File: src/rtl/write_ptr_logic.sv
// write_ptr_logic
// Write-domain pointer and flag controller for a dual-clock FIFO. Keeps the
// binary write pointer and a registered Gray copy for the read-side
// synchronizer. Decodes the synchronized Gray read pointer to derive fill
// level, full and almost-full. Writes refused while full are trapped in a
// sticky overflow flag.
module write_ptr_logic #(
    parameter int DEPTH     = 8,
    parameter int PTR_W     = $clog2(DEPTH) + 1,
    parameter int AF_THRESH = 6
) (
    input  logic             wclk,
    input  logic             reset,
    input  logic             w_en,
    input  logic [PTR_W-1:0] gray_r_ptr_syn,
    input  logic             clr_ovf,
    output logic             w_accept,
    output logic [PTR_W-2:0] w_addr,
    output logic [PTR_W-1:0] bin_w_ptr,
    output logic [PTR_W-1:0] gray_w_ptr,
    output logic [PTR_W-1:0] bin_r_ptr,
    output logic             full,
    output logic             almost_full,
    output logic [PTR_W-1:0] wr_level,
    output logic             overflow
);

    logic [PTR_W-1:0] r_bin_w_ptr;
    logic [PTR_W-1:0] r_gray_w_ptr;
    logic             r_overflow;

    logic [PTR_W-1:0] w_bin_next;
    logic [PTR_W-1:0] w_bin_r_ptr;
    logic [PTR_W-1:0] w_level;
    logic             w_full;
    logic             w_accept_int;

    // Gray-to-binary decode of the synchronized read pointer: each bit is the XOR of all Gray bits at or above it
    always_comb begin
        w_bin_r_ptr = '0;
        for (int i = 0; i < PTR_W; i++) begin
            w_bin_r_ptr[i] = ^(gray_r_ptr_syn >> i);
        end
    end

    // Occupancy, full and write acceptance, all judged on current register and read-pointer values
    always_comb begin
        w_level      = r_bin_w_ptr - w_bin_r_ptr;
        w_full       = (r_bin_w_ptr[PTR_W-1] != w_bin_r_ptr[PTR_W-1]) &&
                       (r_bin_w_ptr[PTR_W-2:0] == w_bin_r_ptr[PTR_W-2:0]);
        w_accept_int = w_en && !w_full;
        w_bin_next   = r_bin_w_ptr + PTR_W'(1);
    end

    // Pointer registers; the Gray copy is loaded from the incremented binary value so only one bit toggles per write
    always_ff @(posedge wclk or posedge reset) begin
        if (reset) begin
            r_bin_w_ptr  <= '0;
            r_gray_w_ptr <= '0;
        end else if (w_accept_int) begin
            r_bin_w_ptr  <= w_bin_next;
            r_gray_w_ptr <= w_bin_next ^ (w_bin_next >> 1);
        end
    end

    // Sticky overflow: a refused write sets it and takes priority over a simultaneous clear
    always_ff @(posedge wclk or posedge reset) begin
        if (reset) begin
            r_overflow <= 1'b0;
        end else if (w_en && w_full) begin
            r_overflow <= 1'b1;
        end else if (clr_ovf) begin
            r_overflow <= 1'b0;
        end
    end

    assign w_accept    = w_accept_int;
    assign w_addr      = r_bin_w_ptr[PTR_W-2:0];
    assign bin_w_ptr   = r_bin_w_ptr;
    assign gray_w_ptr  = r_gray_w_ptr;
    assign bin_r_ptr   = w_bin_r_ptr;
    assign full        = w_full;
    assign almost_full = (w_level >= PTR_W'(AF_THRESH));
    assign wr_level    = w_level;
    assign overflow    = r_overflow;

endmodule
File: config.mk
export PLATFORM = sky130hd
export DESIGN_NAME = write_ptr_logic
export DESIGN_NICKNAME = d
export VERILOG_FILES = /design/src/rtl/write_ptr_logic.sv
export SDC_FILE = /design/constraint.sdc
export NUM_CORES = 1
export LEC_CHECK = 0
export CORE_MARGIN = 3
export CORE_UTILIZATION = 35
export CTS_CLUSTER_DIAMETER = 120
export DETAILED_ROUTE_END_ITERATION = 16
export GPL_TIMING_DRIVEN = 0
export HOLD_SLACK_MARGIN = 0.08
export PLACE_DENSITY = 0.68
export SKIP_CTS_REPAIR_TIMING = 1
export SYNTH_ARGS = -nofsm -noshare
export SYNTH_HDL_FRONTEND = slang
export SYNTH_SLANG_ARGS = --single-unit
File: constraint.sdc
create_clock -name wclk -period 5 [get_ports wclk]
set_input_delay 1.5 -clock wclk [delete_from_list [all_inputs] [get_ports wclk]]
set_output_delay 1.5 -clock wclk [all_outputs]
set_load 0.05 [all_outputs]
==> flow_metrics.tcl, run 1 <==
set metrics [dict create \
    yosysTopAreaCellShare 0.2716 \
    synth.most_common_cell "xnor2_1" \
    fp-row-count 15 \
    fin_crit_ps 5010 \
    crit_family "XOR/XNOR gates" \
    maxCapViolCount 0 \
    fmax_mhz 199.6 \
    die_h_um 51.89 \
    htreeDepth 1 \
    finClkSkew_ps 1.174 \
    r2r_setup_slack_ps 3150 \
    ys_ff_latch 8 \
    clk_latency_ps 250 \
    path_max_fanout 6 \
    synth_area_per_cell_um2 9.826 \
    regToRegStartpoint "bin_w_ptr[1]" \
    violations "setup timing" \
    cts_inserted_buffers 3 \
    synth_area_um2 737.0 \
    placed_cells 130 \
    synthCells 75 \
    avgRoutedWirePerCell_um 12.05 \
    grt_first_pass_wirelength_um 2711 \
    drt_iter0_drc 2 \
    vias 653 \
    critPathLaunchType "primary input" \
    grt_usage 0.1437 \
    die_area_um2 2692 \
    ys_warn_count 0 \
    fin_nets 128 \
    tightest_slew_ps 705.4 \
    grt_max_degree 11 \
    path_buf_inv 2 \
    drive_gt1_frac 0.3652 \
    ant_nets 0 \
    antenna_found_initial 0 \
    hold_violations 0 \
    grt_overflow 0 \
    r2r_end "gray_w_ptr[2]" \
    period_share 1.002 \
    cts_sinks 8 \
    grt_pass1_vias 598 \
    final-setup-viol-count 1 \
    ys.flop_type "dfrtp_1" \
    drc_errors 0 \
    synthToLayoutAreaGrowth_pct 76.06 \
    status "complete, but fails checks" \
    clockBufferDepth 2 \
    initial_core_util 0.3966 \
    hold_class "reg2reg" \
    crit_arrival_ps 3510 \
    n_antenna_cell 0 \
    core-area_um2 1858 \
    ys_top_cells_by_area "dfrtp_1, xnor2_1, mux2_4" \
    via_per_inst 4.664 \
    cp-end-kind "primary output" \
    ys_top_cells_by_count "xnor2_1, dfrtp_1, inv_1, nand2_1" \
    port-buffer-count 30 \
    cp_slowest_cell "or3b_4" \
    io_pins 31 \
    postLayoutCoreUtil 0.6983 \
    max_stage_delay_ps 380 \
    clockRootBuffer "clkbuf_4" \
    hold_depth 1 \
    hold_slack_ps 504.8 \
    finalNonFillerCells 140 \
    die_x_um 51.89 \
    rsz0062_at_grt "true" \
    async_flop_share 1.000 \
    critPathKind "in2out" \
    globalplace.congestion 0.7405 \
    clk_pin_slew_worst_paths_ps 50 \
    fin_ws_ps -10.38 \
    hold_end "overflow" \
    worstHoldStart "overflow" \
    slew_headroom 0.5297 \
    drtPass1Iterations 4 \
    synth_seq_area_share 0.2716 \
    crit_chain "buf_4, xnor2_4, xnor2_4, xor2_4, ha_4, or3b_4, o221ai_4, o31a_1, o221ai_4, buf_6" \
    synth_cell_types 30 \
    reg2reg_depth 5 \
    tritoncts "done" \
    preCtsSetupSlack_ps -1295 \
    required_ps 3500 \
    hpwl_um 1334 \
    syn-num-nets 86 \
    drv_slew 0 \
    synth_edf_count 0 \
    yosys.area.top_type "dfrtp_1" \
    wl_um 1687 \
]
## worst max path at each step
stage                     cells after the start          end  slack [ps]         startpoint
after floorplan                               8  almost_full        -300  gray_r_ptr_syn[2]
after global placement                       10  almost_full       -1230  gray_r_ptr_syn[3]
after detailed placement                     10  almost_full       -1290  gray_r_ptr_syn[3]
after CTS                                    10  almost_full       -1300  gray_r_ptr_syn[3]
after global routing                         10  almost_full         -70  gray_r_ptr_syn[3]
final                                        10  almost_full         -10  gray_r_ptr_syn[3]
## registers in the layout, indices dropped and copies added (netlist names)
name and cells:
gray_w_ptr 4, bin_w_ptr 3, overflow 1
## per-stage QoR
stage,area [µm²],TNS (ps)
final,1297,-10.38
after global routing,1297,-117.4
after CTS,1214,-6752
after detailed placement,1191,-6743
after global placement,1191,-6335
after floorplan,859.6,-621.6
## cell type report
class / instances / area, µm²
fillers: 150 / 560.5
inverters: 8 / 30.03
clock buffers: 3 / 22.52
repair buffers: 37 / 355.3
multi-input cells: 52 / 611.8
well taps: 25 / 31.28
flip-flops and latches: 8 / 200.2
plain buffers: 7 / 46.29
## metal layers
metal	routed length [µm]	track usage	vias to the layer above
met1	745	0.1685	298
met3	107	0.04585	5
met2	789	0.2238	22
met5	0	0	-
li1	-	-	328
met4	44	0.09170	0
## logic make-up (layout without fill, tap and decap cells)
| group | after synthesis | count (layout) | synth area share |
|---|---|---|---|
| and+or+nand+nor | 18 | 18 | 0.1308 |
| xor gates and xnor gates | 16 | 16 | 0.2258 |
| buffers and inverters | 15 | 55 | 0.1036 |
| AOI/OAI and AO/OA | 10 | 10 | 0.1171 |
| DFF | 8 | 8 | 0.2716 |
| muxes | 5 | 5 | 0.1002 |
| adders and majority gates | 3 | 3 | 0.05094 |
## cells in the final DEF, fill, tap and decap left out, types with 3 or more instances in the layout
cell             Yosys  routed
xnor2_4              1       3
xor2_1               5       4
buf_4                5      13
dfrtp_1              8       8
dlymetal6s2s_1       0       4
mux2_4               4       4
inv_1                8       8
clkdlybuf4s50_1      0      21
xnor2_1              9       7
nand2b_1             3       3
clkbuf_4             0       4
nand2_1              6       5
Power of run 1 is not shown: default switching activity piles up to over one toggle a cycle in this logic, so the estimate is an artifact.
==> run 2: changes to the inputs <==
--- a/config.mk
+++ b/config.mk
@@ -9,8 +9,9 @@
 export CORE_UTILIZATION = 35
 export CTS_CLUSTER_DIAMETER = 120
 export DETAILED_ROUTE_END_ITERATION = 16
+export GPL_ROUTABILITY_DRIVEN = 0
 export GPL_TIMING_DRIVEN = 0
-export HOLD_SLACK_MARGIN = 0.08
+export HOLD_SLACK_MARGIN = 0.1
 export PLACE_DENSITY = 0.68
 export SKIP_CTS_REPAIR_TIMING = 1
 export SYNTH_ARGS = -nofsm -noshare
==> results of run 2 <==
The final DEF is identical to that of run 1; final timing and power are the same.
Power of run 2 is left out for the same reason.
==> run 3: changes to the inputs <==
--- a/config.mk
+++ b/config.mk
@@ -5,6 +5,7 @@
 export SDC_FILE = /design/constraint.sdc
 export NUM_CORES = 1
 export LEC_CHECK = 0
+export CORE_ASPECT_RATIO = 1.4
 export CORE_MARGIN = 3
 export CORE_UTILIZATION = 35
 export CTS_CLUSTER_DIAMETER = 120
==> run 3 against run 2 <==
  * Largest cell class unchanged
  * Hold slack worse by 5.0 ps
  * Utilization down 5.4 points
  * The flow now finishes without violations
  * Critical endpoint unchanged
  * Sequential share of layout area up 0.32 points
==> flow_metrics.tcl, run 3 (synthesized netlist as in run 1, its figures left out) <==
set metrics [dict create \
    fillers 165 \
    max_stage_delay_ps 380 \
    regToRegStartpoint "bin_w_ptr[1]" \
    regArea_um2 200.2 \
    grt_max_degree 11 \
    via_per_inst 4.955 \
    postLayoutCoreUtil 0.6443 \
    crit_chain "buf_2, xnor2_4, xnor2_4, xor2_4, ha_4, or3b_4, o221ai_4, o31a_1, o221ai_4, buf_6" \
    critPathKind "in2out" \
    die_area_um2 2700 \
    wl_um 1683 \
    final-setup-viol-count 0 \
    synthToLayoutAreaGrowth_pct 72.50 \
    cp-end-kind "primary output" \
    most-common-layout-cells "clkdlybuf4s50_1, inv_1, buf_4, dfrtp_1, xnor2_1" \
    layout_commonest_cell "clkdlybuf4s50_1" \
    hpwl_um 1357 \
    initial_core_util 0.3735 \
    largest_reg_flops 4 \
    grt_overflow 0 \
    clk_pin_slew_worst_paths_ps 50 \
    fin_nets 124 \
    avgRoutedWirePerCell_um 12.75 \
    r2r_setup_slack_ps 3180 \
    slew_headroom 0.5327 \
    period_share 0.9937 \
    drt_iter0_drc 8 \
    clockBufferDepth 2 \
    drive_gt1_frac 0.3514 \
    critPathLaunch "gray_r_ptr_syn[2]" \
    vias 654 \
    n_antenna_cell 0 \
    hold_depth 1 \
    tritoncts "done" \
    rsz0062_at_grt "true" \
    reg2reg_depth 5 \
    maxCapViolCount 0 \
    required_ps 3500 \
    port-buffer-count 30 \
    hold_end "overflow" \
    path_max_fanout 5 \
    multi_input_area_um2 616.8 \
    clk_latency_ps 240 \
    htreeDepth 1 \
    clockRootBuffer "clkbuf_4" \
    placed_cells 126 \
    worstHoldStart "overflow" \
    io_pins 31 \
    status "complete, no violations" \
    core-area_um2 1973 \
    critPathLaunchType "primary input" \
    die_x_um 44.78 \
    r2r_end "gray_w_ptr[1]" \
    cp_slowest_cell "or3b_4" \
    ant_nets 0 \
    antenna_found_initial 0 \
    drtPass1Iterations 4 \
    finClkSkew_ps 2.606 \
    finalNonFillerCells 132 \
    crit_arrival_ps 3470 \
    tightest_slew_ps 701.0 \
    grt_first_pass_wirelength_um 2829 \
    fin_crit_ps 4969 \
    fp-row-count 19 \
    hold_class "reg2reg" \
    hold_violations 0 \
    drv_slew 0 \
    cts_inserted_buffers 3 \
    cts_sinks 8 \
    fmax_mhz 201.3 \
    grt_usage 0.1392 \
    die_h_um 60.30 \
    grt_pass1_vias 683 \
    drc_errors 0 \
]
==> run 3: worst max-delay path: cells and delay by family <==
| kind | cells | cell delay, ps |
|---|---|---|
| compound gates | 3 | 470 |
| xor+xnor | 3 | 640 |
| fa+ha+maj | 1 | 170 |
| buf+inv | 2 | 300 |
| simple gates | 1 | 380 |
==> run 3: worst max-delay path by stage <==
stage | endpoint | slack, ps
global placement | almost_full | -1260
floorplan | almost_full | -300
global route | almost_full | -70
detailed placement | almost_full | -1270
CTS | almost_full | -1280
finish | almost_full | 30
==> run 3: stage by stage <==
stage          hold slack [ps]  area (µm²)  setup TNS [ps]  setup WS, ps
6_report                 499.8        1271               0         31.48
5_1_grt                  530.3        1271          -95.62        -66.62
4_1_cts                  506.1        1209           -6656         -1282
3_5_place_dp             494.3        1186           -6555         -1265
3_3_place_gp             491.9        1186           -6527         -1262
2_1_floorplan            849.7       859.6          -621.6        -302.9
==> run 3: cell type report <==
class	instances	area share
buffer	7	0.03642
clock buffer	3	0.01772
inverter	8	0.02362
multi-input combinational	52	0.4852
sequential	8	0.1575
tap	21	0.02067
timing repair buffer	33	0.2589
==> run 3: layer usage <==
metal	vias up	track usage	wire [µm]
li1	321	-	-
met1	313	0.1548	572
met2	18	0.2485	991
met3	2	0.01807	97
met4	0	0.07531	21
met5	-	0	0
Power of run 3 is left out for the same reason.
